==> config.mk <==
export PLATFORM = sky130hd
export DESIGN_NAME = stepper_seq_ctrl_flat
export DESIGN_NICKNAME = d
export VERILOG_FILES = /design/src/rtl/stepper_seq_ctrl_if.sv /design/src/rtl/stepper_seq_ctrl.sv /design/src/flat_wrapper.sv
export SDC_FILE = /design/constraint.sdc
export NUM_CORES = 1
export LEC_CHECK = 0
export BUFFER_PORTS_ARGS = -buffer_cell sky130_fd_sc_hd__buf_2
export CAP_MARGIN = 20
export CORE_MARGIN = 5
export CORE_UTILIZATION = 64
export CTS_CLUSTER_SIZE = 16
export DETAILED_ROUTE_END_ITERATION = 6
export PLACE_DENSITY = 0.88
export SKIP_LAST_GASP = 1
export SYNTH_ARGS = -nofsm -noshare
export SYNTH_HDL_FRONTEND = slang
export SYNTH_SLANG_ARGS = --single-unit
==> constraint.sdc <==
create_clock -name CP -period 5.5 [get_ports CP]
set_input_delay 0.825 -clock CP [delete_from_list [all_inputs] [get_ports CP]]
set_output_delay 0.825 -clock CP [all_outputs]
set_load 0.01 [all_outputs]
==> src/rtl/stepper_seq_ctrl_if.sv <==
// Command channel of the stepper motion sequencer: a valid/ready handshake carrying
// direction, step count and step period.
interface stepper_seq_ctrl_if #(
    parameter int CNT_W = 16,
    parameter int PER_W = 16
);
    logic             cmd_valid;
    logic             cmd_ready;
    logic             cmd_dir;
    logic [CNT_W-1:0] cmd_steps;
    logic [PER_W-1:0] cmd_period;

    modport master (
        output cmd_valid,
        output cmd_dir,
        output cmd_steps,
        output cmd_period,
        input  cmd_ready
    );

    modport slave (
        input  cmd_valid,
        input  cmd_dir,
        input  cmd_steps,
        input  cmd_period,
        output cmd_ready
    );
endinterface

==> src/rtl/stepper_seq_ctrl.sv <==
// Motion sequencer for the 3-phase stepper: turns move commands into Sin + StepEn pulses
// and tracks absolute position. Define STEPPER_ACCEL_EN for the trapezoidal speed ramp.
module stepper_seq_ctrl #(
    parameter int CNT_W     = 16,
    parameter int PER_W     = 16,
    parameter int POS_W     = 16,
    parameter int DIR_SETUP = 4
`ifdef STEPPER_ACCEL_EN
    ,
    parameter int START_PER = 1000,
    parameter int RAMP_DEC  = 8
`endif
) (
    input  logic              CP,
    input  logic              nCR,
    stepper_seq_ctrl_if.slave cmd,
    input  logic              abort,
    output logic              Sin,
    output logic              StepEn,
    output logic              busy,
    output logic              done,
    output logic              aborted,
    output logic [POS_W-1:0]  pos
);
    typedef enum logic [1:0] {S_IDLE, S_SETUP, S_RUN, S_DONE} state_t;

    localparam int SET_W = (DIR_SETUP > 1) ? $clog2(DIR_SETUP) : 1;
    localparam logic [SET_W-1:0] SET_LAST = SET_W'(DIR_SETUP - 1);
    localparam logic [PER_W-1:0] MIN_PER  = PER_W'(2);

    state_t           state_q, state_d;
    logic             sin_q, sin_d;
    logic             step_en_q, step_en_d;
    logic             busy_q, busy_d;
    logic             done_q, done_d;
    logic             aborted_q, aborted_d;
    logic [POS_W-1:0] pos_q, pos_d;
    logic [CNT_W-1:0] remaining_q, remaining_d;
    logic [PER_W-1:0] per_q, per_d;
    logic [PER_W-1:0] timer_q, timer_d;
    logic [SET_W-1:0] setup_cnt_q, setup_cnt_d;

    logic [PER_W-1:0] p_clamp;
    logic [PER_W-1:0] ivl_per;
    logic             fire;

    // Periods below 2 would put StepEn high on back-to-back cycles.
    assign p_clamp = (cmd.cmd_period < MIN_PER) ? MIN_PER : cmd.cmd_period;

`ifdef STEPPER_ACCEL_EN
    localparam logic [PER_W-1:0] START_V = PER_W'(START_PER);
    localparam logic [PER_W-1:0] DEC_V   = PER_W'(RAMP_DEC);

    logic [PER_W-1:0] cur_per_q, cur_per_d;
    logic [CNT_W-1:0] accel_cnt_q, accel_cnt_d;
    logic [PER_W-1:0] top_per, first_per;
    logic [PER_W:0]   dec_floor, inc_sum;

    assign top_per   = (per_q > START_V) ? per_q : START_V;
    assign first_per = (p_clamp > START_V) ? p_clamp : START_V;
    // One extra bit so the ramp arithmetic never wraps.
    assign dec_floor = {1'b0, per_q} + {1'b0, DEC_V};
    assign inc_sum   = {1'b0, cur_per_q} + {1'b0, DEC_V};
    assign ivl_per   = cur_per_q;
`else
    assign ivl_per   = per_q;
`endif

    assign fire = (timer_q == (ivl_per - PER_W'(1)));

    always_comb begin
        state_d     = state_q;
        sin_d       = sin_q;
        step_en_d   = 1'b0;
        done_d      = 1'b0;
        aborted_d   = aborted_q;
        pos_d       = pos_q;
        remaining_d = remaining_q;
        per_d       = per_q;
        timer_d     = timer_q;
        setup_cnt_d = setup_cnt_q;
`ifdef STEPPER_ACCEL_EN
        cur_per_d   = cur_per_q;
        accel_cnt_d = accel_cnt_q;
`endif
        case (state_q)
            S_IDLE: begin
                if (cmd.cmd_valid) begin
                    sin_d       = cmd.cmd_dir;
                    aborted_d   = 1'b0;
                    remaining_d = cmd.cmd_steps;
                    per_d       = p_clamp;
                    setup_cnt_d = '0;
`ifdef STEPPER_ACCEL_EN
                    cur_per_d   = first_per;
                    accel_cnt_d = '0;
`endif
                    if (cmd.cmd_steps == '0) begin
                        state_d = S_DONE;
                        done_d  = 1'b1;
                    end else begin
                        state_d = S_SETUP;
                    end
                end
            end
            S_SETUP: begin
                if (abort) begin
                    state_d   = S_DONE;
                    done_d    = 1'b1;
                    aborted_d = 1'b1;
                end else if (setup_cnt_q == SET_LAST) begin
                    state_d = S_RUN;
                    timer_d = PER_W'(1);
                end else begin
                    setup_cnt_d = setup_cnt_q + SET_W'(1);
                end
            end
            S_RUN: begin
                if (abort) begin
                    state_d   = S_DONE;
                    done_d    = 1'b1;
                    aborted_d = 1'b1;
                end else if (remaining_q == '0) begin
                    state_d = S_DONE;
                    done_d  = 1'b1;
                end else if (fire) begin
                    step_en_d   = 1'b1;
                    timer_d     = '0;
                    remaining_d = remaining_q - CNT_W'(1);
                    pos_d       = sin_q ? (pos_q + POS_W'(1)) : (pos_q - POS_W'(1));
`ifdef STEPPER_ACCEL_EN
                    // Speed up while more steps remain than were spent accelerating.
                    if (remaining_d > accel_cnt_q) begin
                        if (cur_per_q > per_q) begin
                            cur_per_d   = ({1'b0, cur_per_q} >= dec_floor) ? (cur_per_q - DEC_V) : per_q;
                            accel_cnt_d = accel_cnt_q + CNT_W'(1);
                        end
                    end else begin
                        cur_per_d = (inc_sum > {1'b0, top_per}) ? top_per : inc_sum[PER_W-1:0];
                    end
`endif
                end else begin
                    timer_d = timer_q + PER_W'(1);
                end
            end
            S_DONE: begin
                state_d = S_IDLE;
            end
            default: begin
                state_d = S_IDLE;
            end
        endcase
        busy_d = (state_d != S_IDLE);
    end

    always_ff @(posedge CP or negedge nCR) begin
        if (!nCR) begin
            state_q     <= S_IDLE;
            sin_q       <= 1'b0;
            step_en_q   <= 1'b0;
            busy_q      <= 1'b0;
            done_q      <= 1'b0;
            aborted_q   <= 1'b0;
            pos_q       <= '0;
            remaining_q <= '0;
            per_q       <= MIN_PER;
            timer_q     <= '0;
            setup_cnt_q <= '0;
`ifdef STEPPER_ACCEL_EN
            cur_per_q   <= MIN_PER;
            accel_cnt_q <= '0;
`endif
        end else begin
            state_q     <= state_d;
            sin_q       <= sin_d;
            step_en_q   <= step_en_d;
            busy_q      <= busy_d;
            done_q      <= done_d;
            aborted_q   <= aborted_d;
            pos_q       <= pos_d;
            remaining_q <= remaining_d;
            per_q       <= per_d;
            timer_q     <= timer_d;
            setup_cnt_q <= setup_cnt_d;
`ifdef STEPPER_ACCEL_EN
            cur_per_q   <= cur_per_d;
            accel_cnt_q <= accel_cnt_d;
`endif
        end
    end

    assign cmd.cmd_ready = (state_q == S_IDLE);
    assign Sin           = sin_q;
    assign StepEn        = step_en_q;
    assign busy          = busy_q;
    assign done          = done_q;
    assign aborted       = aborted_q;
    assign pos           = pos_q;
endmodule

==> src/flat_wrapper.sv <==
// flat-port wrapper written by rule: the top's interface ports become plain ports
module stepper_seq_ctrl_flat 
#(
    parameter int CNT_W     = 16,
    parameter int PER_W     = 16,
    parameter int POS_W     = 16,
    parameter int DIR_SETUP = 4

)
  (CP, nCR, abort, Sin, StepEn, busy, done, aborted, pos, cmd_cmd_valid, cmd_cmd_dir, cmd_cmd_steps, cmd_cmd_period, cmd_cmd_ready);
  stepper_seq_ctrl_if #(.CNT_W(CNT_W), .PER_W(PER_W)) cmd_i ();
  input  logic CP;
  input  logic nCR;
  input  logic abort;
  output logic Sin;
  output logic StepEn;
  output logic busy;
  output logic done;
  output logic aborted;
  output logic [POS_W-1:0] pos;
  input wire logic [$bits(cmd_i.cmd_valid)-1:0] cmd_cmd_valid;
  input wire logic [$bits(cmd_i.cmd_dir)-1:0] cmd_cmd_dir;
  input wire logic [$bits(cmd_i.cmd_steps)-1:0] cmd_cmd_steps;
  input wire logic [$bits(cmd_i.cmd_period)-1:0] cmd_cmd_period;
  output wire logic [$bits(cmd_i.cmd_ready)-1:0] cmd_cmd_ready;
  assign cmd_i.cmd_valid = cmd_cmd_valid;
  assign cmd_i.cmd_dir = cmd_cmd_dir;
  assign cmd_i.cmd_steps = cmd_cmd_steps;
  assign cmd_i.cmd_period = cmd_cmd_period;
  assign cmd_cmd_ready = cmd_i.cmd_ready;
  stepper_seq_ctrl #(.CNT_W(CNT_W), .PER_W(PER_W), .POS_W(POS_W), .DIR_SETUP(DIR_SETUP)) u_core (.CP(CP), .nCR(nCR), .cmd(cmd_i), .abort(abort), .Sin(Sin), .StepEn(StepEn), .busy(busy), .done(done), .aborted(aborted), .pos(pos));
endmodule
# Word-level counts from Yosys, hierarchy flattened
# Cells that the tools add are included.
[classes] n_eq_ne=13 n_mux=37 n_reduce_logical=15 bitwise=2 add_sub_neg=6 order_cmp=1
[ops] cell="16-bit 2-to-1 mux" n=11
[ops] cell="16-bit one-hot mux with 2 select lines" n=2
[ops] cell="16-bit by 1-bit subtractor with 16-bit output (second input constant)" n=3
[ops] cell="16-bit by 1-bit adder with 16-bit output (second input constant)" n=2
[ops] cell="16-bit logical NOT" n=2
[ops] cell="2-bit 2-to-1 mux" n=9
[ops] cell="16-bit equality test" n=1
[ops] cell="16-bit by 2-bit < comparator with 1-bit output (second input constant)" n=1
[ops] cell="1-bit 2-to-1 mux" n=11
[ops] cell="2-bit inequality test (second input constant)" n=5
[ops] cell="5-bit AND reduction" n=2
[ops] cell="2-bit nonzero test" n=5
[ops] cell="2-bit one-hot mux with 4 select lines" n=1
[ops] cell="4-bit AND reduction" n=2
[ops] cell="2-bit equality test (second input constant)" n=3
[ops] cell="2-bit by 1-bit inequality test with 1-bit output (second input constant)" n=3
[ops] cell="2-bit one-hot mux with 2 select lines" n=1
[ops] cell="1-bit one-hot mux with 3 select lines" n=1
[ops] cell="3-bit AND reduction" n=1
[ops] cell="2-bit by 1-bit adder with 2-bit output (second input constant)" n=1
[ops] cell="2-bit by 1-bit equality test with 1-bit output (second input constant)" n=1
[ops] cell="2-bit logical NOT" n=1
[ops] cell="1-bit NOT" n=2
[ops] cell="1-bit one-hot mux with 2 select lines" n=1
[ops] cell="other kinds (2)" n=2
[word_totals] word_cells=85 reg_bits=73 inputBits=37 out_inout_bits=22

# Logic depth before layout (Yosys ltp)
# Gate-level depths: netlist of run 1.
[logic_depth] depth_word=6 depth_mapped=12 mapped_depth_nobuf=10

# Worst setup path after synthesis of run 1
# Ideal clock, no wire load.
[synth_timing] path_type="register to register" from="register u_core.per_q[2], in the netlist u_core.ivl_per[2]" to="register u_core.remaining_q[0]" required_ns=5.379 arrival_time_ns=2.787 setup_slack_ns=2.592 setup_time_ns=0.121 synth_period_minus_slack_ns=2.908 path_stages_with_launch=11 path_buffers=2 path_cell_list="dfrtp_1 > buf_2 > or4_4 > nor4_1 > xnor2_1 > o2111ai_1 > a2111oi_4 > nand2b_1 > buf_2 > a221o_1 > a22o_1"
[synth_between] elab_chain_cells=4
[synth_lines] element="start: declaration" line="stepper_seq_ctrl.sv:39" text="logic [PER_W-1:0] per_q, per_d;"
[synth_lines] element="start signal: assignment" line="stepper_seq_ctrl.sv:182" text="per_q <= per_d;"
[synth_lines] element="16-bit by 1-bit subtractor with 16-bit output" line="stepper_seq_ctrl.sv:69" text="assign fire = (timer_q == (ivl_per - PER_W'(1)));"
[synth_lines] element="16-bit equality test" line="stepper_seq_ctrl.sv:69"
[synth_lines] element="2-bit by 1-bit inequality test with 1-bit output (no source line)"
[synth_lines] element="5-bit AND reduction (no source line)"
[synth_lines] element="end signal: assignment" line="stepper_seq_ctrl.sv:181" text="remaining_q <= remaining_d;"
[synth_lines] element="end: declaration" line="stepper_seq_ctrl.sv:38" text="logic [CNT_W-1:0] remaining_q, remaining_d;"
# No other way between the ends.
# A chain may end at the register's enable or synchronous reset.

# Worst setup path after layout of run 1
[layout_timing] from="register u_core.per_q[0], in the netlist u_core.ivl_per[0]" to="register u_core.remaining_q[0]"
# The elaborated chain is that of the path after synthesis.

==> flow_summary_export.csv, run 1 <==
group,metric,value,unit
cts,postCtsSetupRepairBufs,0,
sta,clock.fmax,275,MHz
pwr,p_leak,2.54,nW
sta,period_minus_slack,3640,ps
die,core_area,0.00769,mm2
cts,clk_latency,360,ps
sta,drv_slew,0,
cts,cts_tree,"yes",
route,drtAntennaViolNets,0,
sta,relSlewSlack,0.540,
grt,antenna_found_initial,0,
critical_path,crit_path_max_fanout,29,
critical_path,start_kind,"flip-flop",
die,die_area,0.00968,mm2
logic_synthesis,syn-cell-area,0.00500,mm2
logic_synthesis,avgSynthCellArea,8.65,um2
die,io_pins,59,
route,via_per_inst,6.36,
logic_synthesis,yosysUniqueCellTypes,64,
critical_path,r2r-end,"u_core.remaining_q[0]",
critical_path,reg2reg_slack,1860,ps
route,drtIter0Drc,413,
layout,layout.nets,688,
die,rows,32,
logic_synthesis,seq_area_frac_synth,0.366,
logic_synthesis,synthArstFlopShare,1.00,
sta,finalCritPeriodShare,0.662,
cts,cts_made_buffers,9,
sta,finalClockSkew,11.9,ps
sta,finalHoldViolations,0,
logic_synthesis,yosysWarnings,0,
route,drc,0,
critical_path,r2r_start,"u_core.ivl_per[0]",
pwr,vdd_drop_max,0.000387,V
layout,diodes,0,
die,fp.dieW,98.4,um
grt,grt_usage,0.259,
critical_path,required,5750,ps
sta,fin_setup_tns,0,ps
cts,clockBufferDepth,2,
grt,grt_pass1_wl,21000,um
die,start_util,0.651,
critical_path,reg2reg_depth,11,
cts,hold_buffers,0,
logic_synthesis,synthCells,578,
sta,worst_slew_pin_slew,688,ps
logic_synthesis,synth-seq-cells,73,
cts,path_clk_slew,90,ps
route,routed_wl,12300,um
logic_synthesis,syn_nets,638,
grt,grt.overflow.total,0,
logic_synthesis,synth_flop_cell,"dfrtp_1",
layout,final_core_util,0.728,
place,hpwlAfterDp,8980,um
critical_path,worstPathArrival,3890,ps
cts,cts_sinks,73,
critical_path,criticalPathCategory,"reg2reg",
route,firstDrtPassIters,6,
place,io_buffers,58,
min_path,hp-class,"in2async",
pwr,p_total,0.00264,W
grt,grt_max_degree,48,
cts,clockRootBuffer,"clkbuf_8",
outcome,status,"completed",
layout,area_delta_synth_final,11.9,%
route,wire_per_inst,16.7,um
sta,setup_viol,0,
layout,drive_gt1_frac,0.166,
die,dieHeight,98.4,um
sta,rsz0062_at_grt,"no",
cts,htreeDepth,3,
place,gp_congestion,0.938,
critical_path,end_kind,"flip-flop",
run,max-cap-violations,0,
logic_synthesis,synth_edf_count,0,
cts,cts_resized,0,
route,vias,4677,
pwr,powerDensity,472,mW/mm2
grt,grt_pass1_vias,4477,
==> final cells by class <==
type | count | area, um2
Tap cell | 102 | 128
Timing Repair Buffer | 63 | 348
Fill cell | 598 | 2090
Sequential cell | 73 | 1830
Clock inverter | 4 | 50.0
Multi-Input combinational cell | 451 | 2970
Inverter | 30 | 113
Clock buffer | 12 | 165
==> Yosys cell counts, drive strengths merged (4+ instances only) <==
cell / number / area, um2
a21oi: 39 / 199
nor3: 23 / 120
clkbuf: 20 / 75.1
or2: 4 / 25.0
o21bai: 13 / 97.6
a31oi: 11 / 68.8
or3: 7 / 48.8
nor2b: 6 / 37.5
a21o: 14 / 105
nor4: 17 / 128
or4: 4 / 33.8
o21ai: 36 / 180
o31ai: 8 / 60.1
mux2i: 5 / 50.1
nor3b: 6 / 45.0
nand3: 21 / 105
nand2: 68 / 255
dfrtp: 72 / 1800
o22ai: 8 / 50.1
nand3b: 4 / 30.0
mux2: 13 / 146
xor2: 14 / 123
ha: 22 / 275
buf: 4 / 20.0
and3: 13 / 81.3
nor2: 29 / 109
xnor2: 18 / 158
inv: 30 / 113
nand2b: 5 / 31.3
==> critical path: stages (launching register included) <==
cell       delay [ps]
dfrtp_1           440
inv_1             100
ha_1              230
nor4b_2           380
nand2_1           140
nor4b_1           470
o21bai_1          200
a2111oi_4         480
nand2b_1          290
buf_16            240
a221o_1           320
a22o_1            220
==> worst max path at each step <==
stage	depth (start not counted)	endpoint	from	slack, ps
finish	11	u_core.remaining_q[0]	u_core.ivl_per[0]	1860
global route	11	u_core.remaining_q[0]	u_core.ivl_per[1]	1670
CTS	10	u_core.remaining_q[0]	u_core.ivl_per[1]	1480
detailed placement	10	u_core.remaining_q[0]	u_core.ivl_per[1]	1560
global placement	10	u_core.remaining_q[0]	u_core.ivl_per[1]	1730
floorplan	10	u_core.remaining_q[0]	u_core.ivl_per[2]	2590
==> through the flow <==
stage	setup slack [ps]	std cells	hold slack, ps	cell area, um2
floorplan	2590	578	457	5000
global placement	1730	718	474	5350
detailed placement	1560	718	475	5350
CTS	1480	734	483	5570
global route	1670	735	506	5600
finish	1860	735	465	5600
==> sequential cells by signal (all words and copies together), names as in the netlist <==
signal / cells
u_core.Sin: 1
u_core.StepEn: 1
u_core.aborted: 1
u_core.busy: 1
u_core.done: 1
u_core.ivl_per: 16
u_core.pos: 16
u_core.remaining_q: 16
u_core.setup_cnt_q: 2
u_core.state_q: 2
u_core.timer_q: 16
==> power breakdown <==
part	internal, W	switching [W]
combinational	0.000543	0.000748
clock	0.000246	0.000212
sequential	0.000695	0.000200
total	0.00148	0.00116
==> cell usage in the layout, fill, tap and decap left out, types with 4 or more instances in the layout <==
master and count:
xnor2_1 18, nand3b_1 4, nor2_1 29, o31ai_1 8, a21oi_1 38, ha_1 22
or2_2 4, nand3_1 21, xor2_1 14, nand2_1 68, or3_1 6, clkbuf_8 12
mux2i_1 5, nor4_1 15, o21ai_0 34, inv_1 30, a31oi_1 11, o22ai_1 8
nand2b_1 5, dfrtp_1 72, mux2_2 12, nor3_1 22, buf_4 4, nor2b_1 6
a21o_1 14, nor3b_1 6, buf_2 58, and3_1 13, o21bai_1 13
==> kinds of logic (layout without fill, tap and decap cells) <==
family	count (synthesis)	in the layout	synth area share
flops	73	73	0.366
mux	18	18	0.0393
buf+inv	54	109	0.0415
simple gates	217	217	0.228
compound gates	161	161	0.211
fa+ha+maj	23	23	0.0590
xor+xnor	32	32	0.0560
==> metal layers <==
| metal | global-route usage | routed length (um) |
|---|---|---|
| met4 | 0.0714 | 160 |
| met3 | 0.0521 | 988 |
| met1 | 0.366 | 5260 |
| met2 | 0.409 | 5870 |
| met5 | 0 | 0 |
Note: power is estimated with default switching activity, not from simulation.
==> run 2: changes to the inputs <==
Settings changed: CORE_UTILIZATION 64 to 59, PLACE_DENSITY 0.88 to 0.83.
Clock period 5.5 ns to 3.5 ns, I/O delays scaled along.
==> run 2 against run 1 <==
Sequential power increased by 58%; critical endpoint is now u_core.timer_q[3]; cell count up 0.41%; core utilization is 5.0 points lower; combinational power increased by 57%; largest power group unchanged; first-iteration DRC count is 34% lower; count of clock-buffer cells in the layout down 2; critical path type unchanged.
==> flow_summary_export.csv, run 2 (synthesis gave the netlist of run 1 again) <==
group,metric,value,unit
sta,fin_setup_tns,0,ps
route,drtAntennaViolNets,0,
grt,grt_pass1_vias,4498,
cts,cts_made_buffers,9,
sta,drv_slew,0,
grt,grt_max_degree,74,
critical_path,worstPathArrival,3440,ps
place,gp_congestion,0.894,
die,core_area,0.00826,mm2
cts,cts_resized,0,
cts,htreeDepth,3,
critical_path,end_kind,"flip-flop",
outcome,status,"completed",
min_path,hp-class,"in2async",
sta,finalClockSkew,11.3,ps
cts,clockRootBuffer,"clkbuf_8",
cts,path_clk_slew,90,ps
sta,rsz0062_at_grt,"no",
grt,antenna_found_initial,0,
critical_path,crit_path_max_fanout,14,
layout,drive_gt1_frac,0.166,
layout,layout.nets,688,
pwr,powerDensity,751,mW/mm2
sta,setup_viol,0,
layout,fillCellCount,689,
sta,finalCritPeriodShare,0.906,
sta,period_minus_slack,3170,ps
critical_path,start_kind,"flip-flop",
die,io_pins,59,
die,die_area,0.0104,mm2
place,hpwlAfterDp,9060,um
die,start_util,0.606,
cts,clk_latency,360,ps
place,io_buffers,58,
route,drc,0,
cts,cts_sinks,73,
cts,clockBufferDepth,2,
layout,final_cell_mix,"72 x dfrtp_1, 68 x nand2_1, 57 x buf_2, 38 x a21oi_1, 34 x o21ai_0",
die,rows,33,
pwr,p_leak,2.54,nW
layout,diodes,0,
sta,worst_slew_pin_slew,937,ps
sta,finalHoldViolations,0,
layout,multiInputGateArea,0.00297,mm2
cts,hold_buffers,0,
layout,register_area,0.00183,mm2
grt,grt.overflow.total,0,
layout,mostFrequentLayoutCell,"dfrtp_1",
pwr,p_total,0.00420,W
cts,cts_tree,"yes",
route,routed_wl,12400,um
route,via_per_inst,6.25,
route,vias,4610,
route,drtIter0Drc,272,
cts,postCtsSetupRepairBufs,0,
critical_path,criticalPathCategory,"reg2reg",
critical_path,required,3770,ps
die,fp.dieW,102,um
grt,grt_usage,0.251,
die,dieHeight,102,um
pwr,vdd_drop_max,0.000645,V
run,max-cap-violations,0,
route,wire_per_inst,16.8,um
route,firstDrtPassIters,6,
grt,grt_pass1_wl,20900,um
sta,clock.fmax,315,MHz
sta,relSlewSlack,0.375,
layout,area_delta_synth_final,11.9,%
## run 2: cell types whose count changed in the layout (fill, tap and decap cells not counted), sizes merged
| cell | delta |
|---|---|
| bufinv | +1 |
| clkbuf | -2 |
| clkinv | +1 |
| clkinvlp | -1 |
| inv | +1 |
## run 2: area by class of cell
class	instances	area share
Clock inverter	6	0.0161
Inverter	30	0.0201
Timing Repair Buffer	63	0.0590
Multi-Input combinational cell	451	0.530
Clock buffer	10	0.0246
Sequential cell	73	0.327
Tap cell	105	0.0235
## run 2: critical path: stages, from the launching register on
cell	delay, ps
dfrtp_1	440
inv_1	100
ha_1	210
or4b_4	500
nor3_1	160
nor4b_1	90
nor3_2	380
a2111oi_4	110
or3_1	590
or3_1	420
o21ai_0	90
## run 2: per-layer routing
metal | up-vias | track usage | share of wire
met5 | - | 0 | 0
met4 | 0 | 0.0989 | 0.024
met3 | 32 | 0.0519 | 0.057
met2 | 155 | 0.412 | 0.49
met1 | 2209 | 0.325 | 0.43
li1 | 2214 | - | -
## run 2: final timing paths
check	from	to	slack [ps]	depth (start not counted)
worst max register to register	u_core.ivl_per[0]	u_core.timer_q[3]	330	10
max in group asynchronous	nCR	u_core.timer_q[7]	2580	1
worst min register to register	u_core.remaining_q[12]	u_core.remaining_q[12]	500	1
worst min-delay path	nCR	u_core.pos[10]	290	1
worst max-delay path	u_core.ivl_per[0]	u_core.timer_q[3]	330	10
min in group CP	cmd_cmd_dir	u_core.Sin	380	3
## run 2: metrics by stage
stage	hold WS (ps)	cells	worst slack [ps]	cell area, um2	util
floorplan	229	578	592	5000	-
global placement	475	722	494	5370	0.650
detailed placement	479	722	376	5370	0.650
CTS	341	738	347	5600	0.678
global route	389	738	84.1	5600	0.678
finish	293	738	328	5600	0.678
## run 2: power breakdown
part	leakage [nW]	internal, W	switching (W)
combinational	1.50	0.000852	0.00118
sequential	0.926	0.00109	0.000315
clock	0.113	0.000423	0.000338
